$ cat config.mk
export PLATFORM = sky130hd
export DESIGN_NAME = dyn_scan_ctrl
export DESIGN_NICKNAME = d
export VERILOG_FILES = /design/src/rtl/dyn_scan_ctrl.sv
export SDC_FILE = /design/constraint.sdc
export NUM_CORES = 1
export LEC_CHECK = 0
export CORE_MARGIN = 2
export CORE_UTILIZATION = 30
export CTS_CLUSTER_SIZE = 10
export DETAILED_ROUTE_END_ITERATION = 7
export GPL_TIMING_DRIVEN = 0
export PLACE_DENSITY_LB_ADDON = 0.25
export SETUP_SLACK_MARGIN = 0.5
export SLEW_MARGIN = 5
export SYNTH_ARGS = -nofsm -noshare
export SYNTH_HDL_FRONTEND = slang
export SYNTH_SLANG_ARGS = --single-unit
$ cat constraint.sdc
create_clock -name clk -period 2.45 [get_ports clk]
set_clock_uncertainty 0.15 [all_clocks]
set_input_delay 0.3675 -clock clk [delete_from_list [all_inputs] [get_ports clk]]
set_output_delay 0.3675 -clock clk [all_outputs]
set_load 0.01 [all_outputs]
$ cat src/rtl/dyn_scan_ctrl.sv
// dyn_scan_ctrl: scan controller for a multiplexed seven-segment display.
// It steps a digit index for the nibble mux and drives the matching
// active-low digit enables. A short blanking window at the start of every
// slot keeps the previous digit from ghosting into the next one.
// All outputs are registered, so there is no input-to-output combinational path.

module dyn_scan_ctrl #(
   parameter int DIV_CNT   = 50000,
   parameter int BLANK_CNT = 500,
   parameter int DIGITS    = 6
) (
   input  logic              clk,
   input  logic              rst,
   input  logic              en,
   output logic [2:0]        sel,
   output logic [DIGITS-1:0] seg_sel,
   output logic              blank,
   output logic              slot_tick
);

   localparam int              CNT_W    = (DIV_CNT > 2) ? $clog2(DIV_CNT) : 1;
   localparam logic [CNT_W-1:0] CNT_MAX = CNT_W'(DIV_CNT - 1);
   localparam logic [2:0]      SEL_MAX  = 3'(DIGITS - 1);
   localparam logic [DIGITS-1:0] DIGIT0 = DIGITS'(1);

   localparam logic [0:0] ST_IDLE = 1'b0;
   localparam logic [0:0] ST_SCAN = 1'b1;

   logic [0:0]        r_state;
   logic [CNT_W-1:0]  r_cnt;
   logic [2:0]        r_sel;
   logic [DIGITS-1:0] r_segSel;
   logic              r_blank;
   logic              r_slotTick;

   logic [0:0]        w_stateNext;
   logic [CNT_W-1:0]  w_cntNext;
   logic [2:0]        w_selNext;
   logic              w_wrap;
   logic              w_inBlank;
   logic              w_blankNext;
   logic [DIGITS-1:0] w_segSelNext;

   // Next slot position: park at digit 0 when disabled, restart cleanly on
   // the first enabled edge, otherwise count through the slot and advance
   // the digit on every counter wrap.
   always_comb begin
      w_stateNext = r_state;
      w_cntNext   = r_cnt;
      w_selNext   = r_sel;
      w_wrap      = 1'b0;
      if (!en) begin
         w_stateNext = ST_IDLE;
         w_cntNext   = '0;
         w_selNext   = 3'd0;
      end else if (r_state == ST_IDLE) begin
         w_stateNext = ST_SCAN;
         w_cntNext   = '0;
         w_selNext   = 3'd0;
      end else if (r_cnt == CNT_MAX) begin
         w_cntNext = '0;
         w_wrap    = 1'b1;
         w_selNext = (r_sel == SEL_MAX) ? 3'd0 : r_sel + 3'd1;
      end else begin
         w_cntNext = r_cnt + CNT_W'(1);
      end
   end

   // The blanking window compare disappears entirely when no blanking is wanted.
   if (BLANK_CNT == 0) begin : gNoBlank
      assign w_inBlank = 1'b0;
   end else begin : gBlank
      localparam logic [CNT_W-1:0] BLANK_W = CNT_W'(BLANK_CNT);
      assign w_inBlank = (w_cntNext < BLANK_W);
   end

   assign w_blankNext  = !en || w_inBlank;
   assign w_segSelNext = w_blankNext ? '1 : ~(DIGIT0 << w_selNext);

   // Register slot position and outputs together so the mux select and the
   // lit digit always change on the same edge.
   always_ff @(posedge clk or posedge rst) begin
      if (rst) begin
         r_state    <= ST_IDLE;
         r_cnt      <= '0;
         r_sel      <= 3'd0;
         r_segSel   <= '1;
         r_blank    <= 1'b1;
         r_slotTick <= 1'b0;
      end else begin
         r_state    <= w_stateNext;
         r_cnt      <= w_cntNext;
         r_sel      <= w_selNext;
         r_segSel   <= w_segSelNext;
         r_blank    <= w_blankNext;
         r_slotTick <= w_wrap;
      end
   end

   assign sel       = r_sel;
   assign seg_sel   = r_segSel;
   assign blank     = r_blank;
   assign slot_tick = r_slotTick;

endmodule

==> run summary, run 1 <==
STA
• hold violation count in the final report: 0
• Worst-Margin Slew: 1.03 ns
• Setup violations, final: 0
• Final period util: 79.9%
• slew margin rel.: 31.4%
• crit path time final: 1.96 ns
• Hold Slack: 0.445 ns
• setup repair after global routing missed its margin: yes
• post-route setup TNS: 0 ns
• setup slack after layout: 0.492 ns
• timing-limited maximum frequency: 0.511 GHz
• number of slew-limit violations in the final report: 0

Pwr
• Clock power frac: 42.0%
• combinational share of power: 4.9%
• total internal power: 0.702 mW
• sequential share of power: 53.1%
• peak ir drop on the vdd network: 0.000205 V
• switching power of the nets: 0.178 mW
• Static Leak: 0.866 nW
• net switching share of the total power: 20.2%
• total power divided by cell area: 410 nW/um^2

Logic synthesis
• Simple-Gate Fraction of Synth Area: 33.1%
• Synth Instances: 165
• most common cell in the netlist: dfrtp_1
• proportion of synthesized area in mux cells: 1.90%
• synthesized-area fraction occupied by ao, oa, aoi and oai cells: 5.22%
• number of enable-type register cells in the synthesized netlist: 0
• post-synthesis share of cell area spent on full adders, half adders and majority gates: 0.791%
• dominant cells by area after synthesis: dfrtp_1, dfstp_2, nor2_1
• syn_nets: 169
• Post-Synthesis Cell Area: 1580 sq um
• post-synthesis cell type count: 46
• sequential fraction of the synthesis area: 44.9%
• main flop type after synthesis: dfrtp_1
• combinational family with the most area after synthesis: simple AND/OR/NAND/NOR gates
• number of synthesized register bits: 28
• fraction of synthesized cell area in xor and xnor cells: 7.20%
• commonest cells in the synthesized netlist: dfrtp_1, nor2_1, nand2_1
• proportion of synthesized flip-flops having asynchronous set or reset: 100%
• Avg Synthesized Cell Area: 9.58 sq um
• area leader, netlist: dfrtp_1
• Yosys warning total: 0
• area share of the largest cell type after synthesis: 33.2%

Min path
• worst hold path class: flop to flop
• Worst Hold Launch: r_cnt[0]
• cell count of the worst hold path: 2
• hold worst-path end: r_cnt[0]

Floorplan
• Placeable Area: 5110 sq um
• Horiz. Die Dim: 76.6 microns
• overall die height: 76.6 microns
• number of placed I/O pins: 14
• initial cell density of the core: 31.0%
• total die area: 5870 sq um
• row cnt: 26

GRT
• antenna violations before repair: 0
• number of global-route vias before repair: 1200
• total gr overflow: 0
• aggregate global-route resource usage: 12.2%
• first-pass GRT wire length: 5900 microns
• maximum number of pins on one net before global-route repair: 29

Critical path
• origin of the critical flop-to-flop path: r_cnt[0]
• r2r endpoint: seg_sel[2]
• biggest fanout along the worst timing path: 7
• critical path data required time: 2.52 ns
• classification of the worst setup path: flop to flop
• critical path capture point type: flop
• Register-to-Register Path Depth: 8
• cell chain of the critical path: ha_4 > nand4_1 > buf_4 > nor3_4 > mux2i_1 > a31o_2 > nand3_2 > nand4b_1
• Reg2Reg Setup Slack: 0.49 ns
• standard cell with the maximum stage delay on the critical path: dfrtp_2
• Worst Path Arrival: 2.02 ns
• stage delay of the slowest cell on the critical path: 0.40 ns
• Worst setup SP type: flop

Clock tree
• hold_buf cts: 0
• CTS sink count: 28
• clock tree from TritonCTS: built
• total clock buffers created by CTS: 3
• clk_lat worst skew: 0.28 ns
• Clock Pin Slew Worst Setup and Hold Paths: 0.10 ns
• Longest Clk Path Bufs: 2
• H-tree lvl count: 1
• root buffer cell: clkbuf_8

Routing
• number of nets still failing antenna checks after routing: 0
• vias per std cell: 4.82
• number of vias after detailed routing: 1291
• drt first pass iters: 4
• wire length per cell after detailed routing: 13.2 microns
• post-detailed-route DRC marker count: 0
• count of routing violations after the opening detailed-route iteration: 61
• drt total wl: 3540 microns

Cells and area
• non-filler cells in the finished layout: 268
• layout overhead on the synthesized area: 35.7%
• Antenna Diode Count: 0
• NumNets Final: 203
• layout cells sized above 1: 34.3%

Placed design
• total half-perimeter wirelength after legalization and detailed placement: 2320 microns
• # placed instances: 248
• setup slack at placement: 0.271 ns
• buffers added on ports: 13
• global placement routability congestion: 0.793

Outcome
• outcome: finished clean

Flow run
• count of maximum capacitance violations: 0

==> logic make-up (layout without fill, tap and decap cells) <==
family	after synthesis	after routing
simple gates	90	90
flops	28	28
buf+inv	18	51
xor+xnor	13	13
compound gates	12	12
mux	3	3
fa+ha+maj	1	1
==> timing repair <==
| item | in CTS | in global routing |
|---|---|---|
| setup endpoints to repair | 18 | 19 |
| resized for setup | 10 | 23 |
| pin swaps | 5 | 19 |
| setup buffers | 4 | 11 |
| cloned | 0 | 1 |
==> cell usage in the layout (no fill, tap or decap), types with 2 or more instances in the layout <==
cell type / instances
nand4_1: 7
nor2_2: 4
clkbuf_2: 3
nand4b_1: 4
or3_1: 2
or3_4: 2
a21oi_1: 2
and3_1: 2
nor4_1: 2
mux2i_1: 3
xnor2_1: 8
buf_6: 4
inv_1: 3
nor2_4: 2
buf_2: 3
nand2_1: 12
buf_4: 17
clkbuf_8: 3
nor2b_1: 5
and2_1: 2
dfstp_2: 7
dfrtp_1: 20
nor3_4: 2
nand3_1: 8
xor2_1: 4
nor3_1: 5
nand3_2: 2
nor2_1: 15
nor3_2: 2
clkdlybuf4s50_1: 13
o21ai_1: 2
==> power groups by stage <==
stage	registers [mW]	logic (mW)	clock network [mW]
after global routing	0.467	0.0488	0.397
after global placement	0.476	0.0269	0
after floorplan	0.475	0.0163	0
final	0.467	0.0431	0.370
after CTS	0.467	0.0320	0.384
after detailed placement	0.476	0.0273	0
==> worst max-delay path: cells and delay by family (launching register included) <==
family | cells | cell delay [ns]
simple gates | 4 | 0.57
flops | 1 | 0.40
mux | 1 | 0.21
buf+inv | 1 | 0.19
fa+ha+maj | 1 | 0.18
compound gates | 1 | 0.18
==> routing by layer <==
layer,wire [microns],GRT usage [%]
met1,1740,17.3
met2,1670,18.8
met3,71,2.01
met4,62,4.55
met5,0,0
==> how the worst max path moves through the flow <==
stage / from / to / slack [ns] / cells past startpoint
final: r_cnt[0] / seg_sel[2] / 0.49 / 8
after global routing: r_cnt[0] / seg_sel[2] / 0.38 / 7
after CTS: r_cnt[2] / seg_sel[2] / 0.50 / 7
after detailed placement: r_cnt[0] / seg_sel[4] / 0.27 / 7
after global placement: r_cnt[0] / seg_sel[2] / 0.25 / 7
after floorplan: r_cnt[0] / seg_sel[3] / 0.56 / 7
==> area by class of cell <==
class	count	area, sq um
Tap cell	70	87.6
Sequential cell	28	711
Multi-Input combinational cell	119	878
Fill cell	508	2960
Inverter	4	17.5
Timing Repair Buffer	29	268
Buffer	14	113
Clock buffer	3	41.3
Clock inverter	1	30.0
==> metrics by stage <==
step / utilization, % / total power [mW] / area (sq um)
after global routing: 42.0 / 0.913 / 2150
final: 42.0 / 0.880 / 2150
after floorplan: - / 0.491 / 1580
after global placement: 35.2 / 0.502 / 1800
after detailed placement: 35.2 / 0.503 / 1800
after CTS: 38.0 / 0.882 / 1940
==> sequential cells by signal, summed over array words and instances (netlist names) <==
signal / count
blank: 1
sel: 3
seg_sel: 6
r_cnt: 16
r_state: 1
slot_tick: 1
No activity file was read; power rests on OpenSTA's default activity.
==> run 2, diff against run 1 <==
- clock period: 2.45 -> 1.75 ns (I/O delays scaled with it)
==> run 2 against run 1 <==
  * The flow now finishes with violations (setup timing)
  * Maximum frequency shrank 3.1%
  * Global-route usage is 1.8 points higher
  * Critical path depth is the same
  * Critical path type unchanged
==> run summary, run 2 (synthesis gave the netlist of run 1 again) <==
Placed design
• global placement routability congestion: 0.794
• total half-perimeter wirelength after legalization and detailed placement: 2360 microns
• buffers added on ports: 13

Cells and area
• layout cells sized above 1: 50.2%
• fill cell total of the finished layout: 507
• leading cell types in the layout, fill and taps excluded: buf_6, buf_4, dfrtp_1, nand2_1
• Antenna Diode Count: 0
• most common cell after layout, fill and taps aside: buf_6
• layout overhead on the synthesized area: 46.2%
• Largest register FFs: 16
• NumNets Final: 210
• Largest Register: r_cnt

STA
• Worst-Margin Slew: 0.624 ns
• number of slew-limit violations in the final report: 0
• post-route setup TNS: -4.09 ns
• hold violation count in the final report: 0
• crit path time final: 2.02 ns
• Setup violations, final: 25
• Final period util: 116%
• timing-limited maximum frequency: 0.495 GHz
• setup slack after layout: -0.272 ns
• slew margin rel.: 58.3%
• setup repair after global routing missed its margin: yes

Clock tree
• total clock buffers created by CTS: 3
• root buffer cell: clkbuf_8
• CTS sink count: 28
• hold_buf cts: 0
• H-tree lvl count: 1
• clk_lat worst skew: 0.29 ns
• clock tree from TritonCTS: built
• Clock Pin Slew Worst Setup and Hold Paths: 0.11 ns
• Longest Clk Path Bufs: 2

Critical path
• origin of the critical flop-to-flop path: r_cnt[7]
• Register-to-Register Path Depth: 8
• stage delay of the slowest cell on the critical path: 0.39 ns
• dominant delay contributor by cell family on the critical path: simple AND/OR/NAND/NOR gates
• cell chain of the critical path: buf_4 > nand4_1 > nor4_2 > xor2_1 > buf_4 > a31oi_4 > nand3_4 > nand4_1
• Worst setup endpoint: seg_sel[3]
• critical path data required time: 1.83 ns
• buffering stage count on the worst path with inverters included: 2
• Reg2Reg Setup Slack: -0.27 ns
• critical path capture point type: flop
• critical path depth in cells: 8
• Worst setup SP type: flop
• first element of the critical path: r_cnt[7]
• r2r endpoint: seg_sel[3]
• Worst Path Arrival: 2.10 ns
• standard cell with the maximum stage delay on the critical path: nor4_2
• biggest fanout along the worst timing path: 8
• classification of the worst setup path: flop to flop

GRT
• total gr overflow: 0
• first-pass GRT wire length: 6650 microns
• number of global-route vias before repair: 1384
• aggregate global-route resource usage: 14.1%
• antenna violations before repair: 0
• maximum number of pins on one net before global-route repair: 29

Routing
• drt first pass iters: 4
• count of routing violations after the opening detailed-route iteration: 180
• number of nets still failing antenna checks after routing: 0
• post-detailed-route DRC marker count: 0
• number of vias after detailed routing: 1389
• vias per std cell: 5.05
• wire length per cell after detailed routing: 14.6 microns
• drt total wl: 4020 microns

Flow run
• count of maximum capacitance violations: 0

Floorplan
• Horiz. Die Dim: 76.6 microns
• initial cell density of the core: 31.0%
• overall die height: 76.6 microns
• total die area: 5870 sq um
• number of placed I/O pins: 14
• row cnt: 26
• Placeable Area: 5110 sq um

Pwr
• Static Leak: 0.908 nW
• peak ir drop on the vdd network: 0.000277 V
• total power divided by cell area: 542 nW/um^2
• PnR Total Power: 1.25 mW

Outcome
• outcome: finished with violations
• violations in the final reports: setup timing

Min path
• worst hold path class: input pin to async pin

[run 2: cell count changes in the layout (fill, tap and decap cells not counted), moves of 3 or more]
cell,before,now
dfrtp_1,20,16
clkdlybuf4s50_1,13,2
nor3_2,2,6
dfrtp_2,1,5
nor2_1,15,10
nor3_1,5,2
buf_6,4,21
nor2_2,4,10
[run 2: report_power, final]
part	internal, mW	switching, mW	leakage [nW]
Sequential	0.651	0.00434	0.356
Combinational	0.0291	0.0364	0.517
Clock	0.307	0.225	0.0357
[run 2: layout make-up]
type                            instances  area [sq um]  area share [%]
Sequential cell                        28           716            31.0
Inverter                                4          23.8            1.03
Clock buffer                            3          41.3            1.79
Clock inverter                          1          30.0            1.30
Buffer                                 14           118            5.09
Tap cell                               70          87.6            3.79
Timing Repair Buffer                   36           353            15.3
Multi-Input combinational cell        119           943            40.8
[run 2: timing repair]
| action | CTS | global route |
|---|---|---|
| gates resized for setup | 82 | 26 |
| gates cloned | 1 | 0 |
| setup buffers | 13 | 9 |
| setup endpoints to repair | 66 | 37 |
| pin swaps | 6 | 9 |
[run 2: worst min path at each step]
stage	to	slack (ns)	cells past startpoint
finish	r_cnt[8]	0.24	2
detailed placement	r_cnt[0]	0.42	1
global placement	r_cnt[0]	0.41	1
floorplan	r_state	0.14	0
global route	r_cnt[3]	0.30	2
CTS	r_cnt[3]	0.26	2
[run 2: per-stage QoR]
stage               instance area (sq um)  utilization [%]  setup WS (ns)  hold slack (ns)  std cells
global placement                     1820             35.7         -0.392            0.411        248
CTS                                  2120             41.5         -0.249            0.262        266
finish                               2310             45.3         -0.272            0.242        275
floorplan                            1610                -        -0.0538            0.144        165
global route                         2310             45.3         -0.333            0.298        275
detailed placement                   1820             35.7         -0.333            0.416        248
[run 2: worst register-to-register path: cells and delay by family, from the launching register on]
kind                      cells  cell delay, ns
and+or+nand+nor               4            0.89
DFF                           1            0.34
buffers and inverters         2            0.33
AOI/OAI and AO/OA             1            0.16
xor gates and xnor gates      1            0.11
[run 2: per-layer routing]
metal | part of all wire [%] | GRT usage (%) | wire [microns]
met1 | 46 | 19.1 | 1840
met2 | 49 | 22.0 | 1970
met3 | 3.3 | 2.25 | 133
met4 | 1.8 | 6.36 | 74
met5 | 0 | 0 | 0
==> run 3, diff against run 2 <==
- ABC_CLOCK_PERIOD_IN_PS: default -> 1750
==> results of run 3 <==
Final layout, timing and power as in run 2 (identical DEF).
